### config.mk
export PLATFORM = sky130hd
export DESIGN_NAME = nx_seq_logic_node
export DESIGN_NICKNAME = d
export VERILOG_FILES = /design/src/rtl/nx_seq_logic_node.sv
export SDC_FILE = /design/constraint.sdc
export NUM_CORES = 1
export LEC_CHECK = 0
export CORE_MARGIN = 8
export CORE_UTILIZATION = 40
export CTS_CLUSTER_SIZE = 24
export DETAILED_ROUTE_END_ITERATION = 16
export PLACE_DENSITY = 0.66
export SLEW_MARGIN = 20
export SYNTH_ARGS = -nofsm -noshare
export SYNTH_HDL_FRONTEND = slang
export SYNTH_SLANG_ARGS = --single-unit
export TNS_END_PERCENT = 100
### constraint.sdc
create_clock -name clk -period 6.85 [get_ports clk]
set_clock_uncertainty 0.05 [all_clocks]
set_input_delay 1.37 -clock clk [delete_from_list [all_inputs] [get_ports clk]]
set_output_delay 1.37 -clock clk [all_outputs]
set_load 0.05 [all_outputs]
### src/rtl/nx_seq_logic_node.sv
// Programmable mesh logic node: runs a loaded list of 2-input boolean instructions over captured inputs.
// Optional feature: define NX_NODE_EXEC_CNT_EN to add the o_exec_count executed-instruction counter.
module nx_seq_logic_node #(
  parameter int NUM_INPUTS  = 8,
  parameter int NUM_OUTPUTS = 8,
  parameter int NUM_REGS    = 16,
  parameter int MAX_INSTRS  = 32,
  localparam int ADDR_W  = $clog2(MAX_INSTRS),
  localparam int SEL_W   = $clog2((NUM_INPUTS > NUM_REGS) ? NUM_INPUTS : NUM_REGS),
  localparam int REG_W   = $clog2(NUM_REGS),
  localparam int INSTR_W = 3 + 2 * (1 + SEL_W) + REG_W
) (
  input  logic                   clk,
  input  logic                   rst_n,
  input  logic                   i_ld_valid,
  input  logic [ADDR_W-1:0]      i_ld_addr,
  input  logic [INSTR_W-1:0]     i_ld_data,
  output logic                   o_ld_ready,
  input  logic [ADDR_W:0]        i_prog_len,
  input  logic                   i_trigger,
  input  logic [NUM_INPUTS-1:0]  i_inputs,
  output logic                   o_busy,
  output logic                   o_done,
  output logic [NUM_OUTPUTS-1:0] o_outputs
`ifdef NX_NODE_EXEC_CNT_EN
  ,
  output logic [15:0]            o_exec_count
`endif
);

  typedef enum logic [1:0] {
    IDLE   = 2'd0,
    EXEC   = 2'd1,
    COMMIT = 2'd2
  } state_e;

  localparam logic [2:0] OP_INVERT = 3'd0;
  localparam logic [2:0] OP_AND    = 3'd1;
  localparam logic [2:0] OP_NAND   = 3'd2;
  localparam logic [2:0] OP_OR     = 3'd3;
  localparam logic [2:0] OP_NOR    = 3'd4;
  localparam logic [2:0] OP_XOR    = 3'd5;
  localparam logic [2:0] OP_XNOR   = 3'd6;
  localparam logic [2:0] OP_NOP    = 3'd7;

  state_e                  state_q;
  logic [ADDR_W-1:0]       pc_q;
  logic [ADDR_W:0]         len_q;
  logic [NUM_INPUTS-1:0]   inSample_q;
  logic [NUM_REGS-1:0]     regFile_q;
  logic [INSTR_W-1:0]      imem_q [MAX_INSTRS];
  logic [NUM_OUTPUTS-1:0]  outputs_q;
  logic                    done_q;
  logic                    busy_q;
  logic                    ready_q;

  logic [INSTR_W-1:0]      curInstr;
  logic [2:0]              op;
  logic                    isInA;
  logic [SEL_W-1:0]        srcA;
  logic                    isInB;
  logic [SEL_W-1:0]        srcB;
  logic [REG_W-1:0]        tgt;
  logic                    operandA;
  logic                    operandB;
  logic                    result;
  logic                    writeEn;
  logic                    lastInstr;
  logic [ADDR_W:0]         lenClamped;

  assign curInstr = imem_q[pc_q];
  assign {op, isInA, srcA, isInB, srcB, tgt} = curInstr;

  // Selectors past the end of the input or register space read as 0.
  function automatic logic fetchOperand(input logic                  isIn,
                                        input logic [SEL_W-1:0]      src,
                                        input logic [NUM_INPUTS-1:0] ins,
                                        input logic [NUM_REGS-1:0]   regs);
    logic bitVal;
    bitVal = 1'b0;
    if (isIn) begin
      for (int k = 0; k < NUM_INPUTS; k++) begin
        if (src == SEL_W'(k)) bitVal = ins[k];
      end
    end else begin
      for (int k = 0; k < NUM_REGS; k++) begin
        if (src == SEL_W'(k)) bitVal = regs[k];
      end
    end
    return bitVal;
  endfunction

  always_comb begin
    operandA = fetchOperand(isInA, srcA, inSample_q, regFile_q);
    operandB = fetchOperand(isInB, srcB, inSample_q, regFile_q);
    result   = 1'b0;
    writeEn  = 1'b1;
    case (op)
      OP_INVERT: result = ~operandA;
      OP_AND:    result = operandA & operandB;
      OP_NAND:   result = ~(operandA & operandB);
      OP_OR:     result = operandA | operandB;
      OP_NOR:    result = ~(operandA | operandB);
      OP_XOR:    result = operandA ^ operandB;
      OP_XNOR:   result = ~(operandA ^ operandB);
      default:   writeEn = 1'b0;
    endcase
  end

  assign lastInstr  = ({1'b0, pc_q} == (len_q - (ADDR_W+1)'(1)));
  assign lenClamped = (i_prog_len > (ADDR_W+1)'(MAX_INSTRS)) ? (ADDR_W+1)'(MAX_INSTRS) : i_prog_len;

  // Run sequencer; ready/busy are registered from the state being entered.
  always_ff @(posedge clk or negedge rst_n) begin
    if (!rst_n) begin
      state_q    <= IDLE;
      pc_q       <= '0;
      len_q      <= '0;
      inSample_q <= '0;
      outputs_q  <= '0;
      done_q     <= 1'b0;
      busy_q     <= 1'b0;
      ready_q    <= 1'b0;
    end else begin
      done_q <= 1'b0;
      case (state_q)
        IDLE: begin
          ready_q <= 1'b1;
          busy_q  <= 1'b0;
          if (i_trigger) begin
            inSample_q <= i_inputs;
            len_q      <= lenClamped;
            pc_q       <= '0;
            ready_q    <= 1'b0;
            busy_q     <= 1'b1;
            state_q    <= (lenClamped == '0) ? COMMIT : EXEC;
          end
        end
        EXEC: begin
          ready_q <= 1'b0;
          busy_q  <= 1'b1;
          if (lastInstr) begin
            state_q <= COMMIT;
          end else begin
            pc_q <= pc_q + ADDR_W'(1);
          end
        end
        COMMIT: begin
          outputs_q <= regFile_q[NUM_OUTPUTS-1:0];
          done_q    <= 1'b1;
          ready_q   <= 1'b1;
          busy_q    <= 1'b0;
          state_q   <= IDLE;
        end
        default: begin
          ready_q <= 1'b0;
          busy_q  <= 1'b0;
          state_q <= IDLE;
        end
      endcase
    end
  end

  // Addresses beyond the memory depth match no word and are silently dropped.
  always_ff @(posedge clk or negedge rst_n) begin
    if (!rst_n) begin
      for (int k = 0; k < MAX_INSTRS; k++) imem_q[k] <= '0;
    end else if (i_ld_valid && ready_q) begin
      for (int k = 0; k < MAX_INSTRS; k++) begin
        if (i_ld_addr == ADDR_W'(k)) imem_q[k] <= i_ld_data;
      end
    end
  end

  always_ff @(posedge clk or negedge rst_n) begin
    if (!rst_n) begin
      regFile_q <= '0;
    end else if (state_q == EXEC && writeEn) begin
      for (int k = 0; k < NUM_REGS; k++) begin
        if (tgt == REG_W'(k)) regFile_q[k] <= result;
      end
    end
  end

`ifdef NX_NODE_EXEC_CNT_EN
  logic [15:0] execCount_q;

  always_ff @(posedge clk or negedge rst_n) begin
    if (!rst_n) begin
      execCount_q <= '0;
    end else if (state_q == EXEC && op != OP_NOP && execCount_q != 16'hFFFF) begin
      execCount_q <= execCount_q + 16'd1;
    end
  end

  assign o_exec_count = execCount_q;
`endif

  assign o_ld_ready = ready_q;
  assign o_busy     = busy_q;
  assign o_done     = done_q;
  assign o_outputs  = outputs_q;

endmodule

==> impl_results.md, run 1 <==
- Status: finished clean
- CTS root buf: clkbuf_16
- Power share of the sequential group: about two fifths
- Syn Nets: about 1900
- Pin count of the biggest net entering global routing: ~190
- Sw Share: 32.49%
- Congestion Overflow GR: 0
- Worst r2r dst: regFile_q[11]
- Vias in the first global route: ~17000
- Worst vdd ir: about 0.00025 V
- Highest cell delay on the worst timing path: a little over 900 ps
- Worst Setup EP: regFile_q[11]
- Initial DRT Pass Iterations: 6
- 1st-iter DRT viols: ~1300
- Final Hold Viols: 0
- Antenna-violating nets left: 0
- Int Pwr: roughly 7.7 mW
- # setup viols final: 0
- Register area share after synthesis: 53.37%
- RSZ-0062 raised after global routing: no
- Setup TNS: 0 ps
- Post-synth top flop: dfrtp_1
- Startpoint types: flop
- Power Density: roughly 360 nW/um^2
- Clock power frac: between 30% and 40%
- Fin crit period: between 5000 and 6000 ps
- CP cell instances: buf_4 > mux4_2 > mux4_2 > mux2_4 > mux2_1 > nand3_1 > a21o_1 > a21oi_1 > or2_1 > a22oi_1 > ha_1 > nand2_1 > o211ai_1 > a21boi_0 > a21oi_2 > o41ai_4 > mux2_1
- Setup Buffers After CTS: 0
- Cell type with the largest total area after synthesis: dfrtp_1
- Max-Cap Viols: 0
- Clk slew on worst S/H paths: about 60 ps
- Vert. Die Dim: about 280 microns
- Final Max Slew Viols: 0
- EDFF count, synth: 0
- Tcrit/Tclk final: approximately 80%
- Clock Sinks: slightly below 600
- First-pass GRT wire length: between 100000 and 150000 microns
- Core box area: slightly below 70000 sq um
- Vias/cell: ~5.7
- Post-CTS Hold Fix Bufs: 0
- Inst Count DP: between 2000 and 3000
- Overall global routing resource usage: approximately a fifth
- R2R Setup Slk: approximately 1500 ps
- Clk_lat worst skew: about 600 ps
- Area Growth Syn to Fin: 12.93%
- Io pins: between 50 and 60
- Slew Limit Headroom: between 20% and 30%
- Worst-case clock buffer depth: 3
- Post-synth ARST share: 100.0%
- Synth top area share: a little over half
- Critical path class: flop to flop
- F_max: between 0.15 and 0.2 GHz
- Row count: 96
- Post-route DRC violation count: 0
- Avg Cell Area, Syn: around 15 sq um
- Worst Setup SP: pc_q[0]
- RePlAce Congestion: between 0.8 and 0.9
- Unique masters post-synth: between 60 and 70
- Leading post-synthesis cells by cell area: dfrtp_1, mux2_2, mux4_2
- Worst Setup End Kind: flop
- Worst r2r src: pc_q[0]
- Cts repair resizes: 0
- WP data arrival: just under 6000 ps
- Cell Area, Synth: 27760 sq um
- Starting Density: ~40%
- # diodes: 0
- IO Port Bufs: 50
- Slew @ Worst Pin: around 1100 ps
- Slowest CP cell: dfrtp_4
- Met1 GRT Util: 25.44%
- Antenna violations before repair: 1
- R2R cell count: 17
- Cell count after synthesis: 1854
- NumNets Final: approximately 1900
- Routed WL per cell: roughly 26 microns
- GR peak layer: met2
- Routed via count: about 16000
- Num CTS Buffers: 66
- Total Die Area: between 70000 and 80000 sq um
- Switching pwr: roughly 3.7 mW
- GR Util met2: 30.42%
- Crit Path Max Fanout: 34
- Min-delay worst type: flop to flop
- CP required: between 7000 and 8000 ps
- YS warnings: 0
- Final Non-Filler Cells: 2842
- Layout cells sized above 1: ~47%
- Die W: 279.4 microns
- Combinational share of power: between 20% and 30%
- Leakage power: around 15 nW
- WL final: just over 70000 microns
- Seq cells post-synth: 592
- H-tree Lvls: 3
- TritonCTS clock tree: done
- Grt met3 use: ~3.5%
- Dpl hpwl: about 45000 microns
-- stage by stage --
step                setup WS (ps)  instance area, sq um  total power [mW]  utilization [%]  hold slack, ps
global route                 1133                 31350             11.90            45.62           461.1
CTS                          1497                 31380             11.45            45.67           449.1
global placement             1707                 29190             7.695            42.49           432.1
finish                       1485                 31350             11.38            45.62           445.4
detailed placement           1537                 29190             7.821            42.49           435.8
floorplan                    1879                 27760             6.938                -           412.0
-- area by class of cell --
type	count	area [sq um]
multi-input combinational	1102	12290
tap	931	1165
inverter	14	52.55
fill	6014	37360
timing repair buffer	91	828.3
clock inverter	17	221.5
clock buffer	95	1964
sequential	592	14820
-- cells in the final DEF, fill, tap and decap left out, types with 12 or more instances in the layout --
cell type	n
clkbuf_8	14
nor2_1	31
nand3_1	14
clkbuf_1	12
buf_4	37
mux4_2	121
mux2i_1	58
nor2_4	13
mux2_2	585
dfrtp_1	588
a21oi_1	12
inv_1	14
clkbuf_16	69
clkdlybuf4s50_1	42
nand2_1	71
a22oi_1	19
-- power by group through the flow --
| stage | Combinational (mW) | Sequential [mW] | Clock [mW] |
|---|---|---|---|
| after floorplan | 2.74 | 4.20 | 0 |
| after global placement | 3.24 | 4.46 | 0 |
| after detailed placement | 3.34 | 4.48 | 0 |
| after CTS | 3.35 | 4.42 | 3.67 |
| after global routing | 3.61 | 4.49 | 3.81 |
| final | 3.35 | 4.43 | 3.59 |
-- synth_stat cells (9+ instances only) --
cell,number
a21oi_1,12
a22oi_1,19
and2_1,9
buf_4,12
buf_6,9
clkbuf_1,107
dfrtp_1,592
inv_1,14
mux2_2,585
mux2i_1,58
mux4_2,121
nand2_1,73
nand2b_1,10
nand3_1,18
nor2_1,49
nor2b_1,11
nor3_1,11
o21ai_0,10
-- cell families (layout without fill, tap and decap cells) --
group / after synthesis / after routing / synth area share (%)
AO/OA/AOI/OAI: 94 / 94 / 2.606
XOR/XNOR: 11 / 11 / 0.3471
adder cells (fa/ha/maj): 4 / 4 / 0.1803
buffers and inverters: 160 / 217 / 2.966
flip-flops: 592 / 592 / 53.37
multiplexers: 779 / 779 / 36.73
AND/OR/NAND/NOR: 214 / 214 / 3.796
-- critical path: cells and delay by family, from the launching register on --
| family | cells | cell delay [ps] |
|---|---|---|
| adders and majority gates | 1 | 270 |
| and+or+nand+nor | 3 | 450 |
| muxes | 5 | 2110 |
| AOI/OAI and AO/OA | 7 | 1030 |
| DFF | 1 | 920 |
| buffers and inverters | 1 | 340 |
-- metal layers --
metal / share of wire [%] / vias up
li1: - / 6876
met1: 44 / 8756
met2: 48 / 451
met3: 5.4 / 137
met4: 2.5 / 0
met5: 0 / -
-- sequential cells by signal, summed over array words and instances, names as in the netlist --
| register | flops |
|---|---|
| imem_q | 544 |
| o_done | 1 |
| o_busy | 1 |
| pc_q | 5 |
| regFile_q | 16 |
| state_q | 2 |
| o_ld_ready | 1 |
| inSample_q | 8 |
| len_q | 6 |
| o_outputs | 8 |
-- worst min path at each step --
stage	start	endpoint	slack, ps	cells after the start
global placement	imem_q[148]	imem_q[148]	430	1
floorplan	state_q[1]	state_q[1]	410	1
detailed placement	imem_q[402]	imem_q[402]	440	1
finish	imem_q[249]	imem_q[249]	450	1
CTS	imem_q[402]	imem_q[402]	450	1
global route	imem_q[139]	imem_q[139]	460	1
(Power assumes the default switching activity.)
==> inputs of run 2 (changes only) <==
- clock period: 6.85 -> 5.6 ns (I/O delays scaled with it)
==> run 2 against run 1 <==
  * Hold slack improved by 1.9 ps
  * Register-to-register slack lost 1100 ps
  * Clock-buffer cell count is 7 higher
  * Wire length hardly changed
  * Non-clock buffer count grew 8
  * Setup slack got worse by 1100 ps
==> impl_results.md, run 2 (synthesis gave the netlist of run 1 again) <==
- First-pass GRT wire length: roughly 110000 microns
- # diodes: 0
- R2R cell count: 17
- TritonCTS clock tree: done
- Clk_lat worst skew: 610 ps
- Die W: roughly 280 microns
- H-tree Lvls: 3
- Worst-case clock buffer depth: 3
- Congestion Overflow GR: 0
- Post-CTS Hold Fix Bufs: 0
- CTS root buf: clkbuf_16
- Fin crit period: about 5200 ps
- Final Max Slew Viols: 0
- Post-route DRC violation count: 0
- Min-delay worst type: flop to flop
- Num CTS Buffers: between 60 and 70
- Post-placement setup slack: roughly 450 ps
- Slew @ Worst Pin: about 1100 ps
- Hold Path Depth: 1
- Core box area: between 60000 and 70000 sq um
- CP required: approximately 6000 ps
- Vias in the first global route: ~17000
- Overall global routing resource usage: a little under a fifth
- Setup Buffers After CTS: 0
- RSZ-0062 raised after global routing: no
- Most frequent cells in the layout: dfrtp_1, mux2_2, mux4_2, nand2_1, clkbuf_16
- Grt met3 use: 3.686%
- Final Hold Viols: 0
- Worst r2r src: pc_q[0]
- GR peak layer: met2
- Setup TNS: 0 ps
- Top reg by flops: imem_q
- RePlAce Congestion: between 0.8 and 0.9
- Leading registers by flop count: imem_q: 544 flops, regFile_q: 16 flops
- Leakage power: roughly 15 nW
- R2R Setup Slk: around 360 ps
- Initial DRT Pass Iterations: 5
- Status: finished clean
- WL final: just over 70000 microns
- Worst Setup End Kind: flop
- Met1 GRT Util: between 20% and 30%
- Max-Cap Viols: 0
- Crit Path Max Fanout: 25
- Antenna violations before repair: 0
- Worst r2r dst: regFile_q[10]
- Total Die Area: roughly 78000 sq um
- Slew Limit Headroom: 27.97%
- # setup viols final: 0
- Dpl hpwl: approximately 45000 microns
- Layout cells sized above 1: about 47%
- Area Growth Syn to Fin: 12.90%
- F_max: approximately 0.19 GHz
- Vias/cell: around 5.7
- Hold WS: between 400 and 500 ps
- HP Start: imem_q[400]
- Clk slew on worst S/H paths: approximately 60 ps
- Max FFs per register: about 540
- Routed via count: 16263
- Io pins: 51
- Critical path class: flop to flop
- Worst vdd ir: about 0.00031 V
- IO Port Bufs: 50
- Routed WL per cell: about 25 microns
- Worst Setup SP: pc_q[0]
- Cts repair resizes: 0
- Antenna-violating nets left: 0
- Commonest non-fill, non-tap cell in the layout: dfrtp_1
- Vert. Die Dim: ~280 microns
- GR Util met2: between 30% and 40%
- Row count: 96
- Pin count of the biggest net entering global routing: around 130
- WP data arrival: approximately 5700 ps
- Power Density: around 440 nW/um^2
- Startpoint types: flop
- Starting Density: about two fifths
- WHS Endpoint: imem_q[400]
- Clock Sinks: a little under 600
- NumNets Final: ~1900
- Final WS setup: around 360 ps
- 1st-iter DRT viols: about 1300
- Tcrit/Tclk final: a little over 90%
==> run 2: area by class of cell <==
type,count,area [sq um]
Sequential cell,592,14820
Timing Repair Buffer,99,950.9
Inverter,14,52.55
Fill cell,6007,37370
Tap cell,931,1165
Clock inverter,12,128.9
Clock buffer,102,1929
Multi-Input combinational cell,1102,12290
==> run 2: through the flow <==
stage	instance area, sq um	power, mW	std cells	util (%)
2_1_floorplan	27760	8.487	1854	-
3_3_place_gp	29310	9.470	2738	42.66
3_5_place_dp	29310	9.596	2738	42.66
4_1_cts	31370	13.78	2852	45.66
5_1_grt	31340	14.32	2852	45.61
6_report	31340	13.68	2852	45.61
==> run 2: how the worst max path moves through the flow <==
| stage | cells past startpoint | end | slack (ps) |
|---|---|---|---|
| after floorplan | 24 | regFile_q[8] | 630 |
| after global placement | 16 | regFile_q[10] | 510 |
| after detailed placement | 15 | regFile_q[10] | 450 |
| after CTS | 17 | regFile_q[10] | 400 |
| after global routing | 15 | regFile_q[10] | 80 |
| final | 17 | regFile_q[10] | 360 |
==> run 2: critical path, stage by stage (launching register included) <==
cell and delay [ps]:
dfrtp_4 810, buf_4 390, mux4_2 270, nor2_1 40
o311ai_0 650, buf_4 230, nand2_2 150, mux2i_1 160
o32ai_1 300, o21ai_0 160, a211oi_2 460, inv_1 90
ha_1 240, o211ai_1 190, a21boi_0 150, a21oi_2 200
o41ai_4 200, mux2_1 350
==> run 2: power breakdown <==
group          switching [mW]  internal (mW)
Clock                    1.73           2.42
Combinational            2.19           1.97
Sequential              0.548           4.82
==> run 2: per-layer routing <==
metal	routed length (microns)	part of all wire, %
met4	2130	2.9
met1	31480	43
met5	0	0
met3	3840	5.3
met2	35170	48
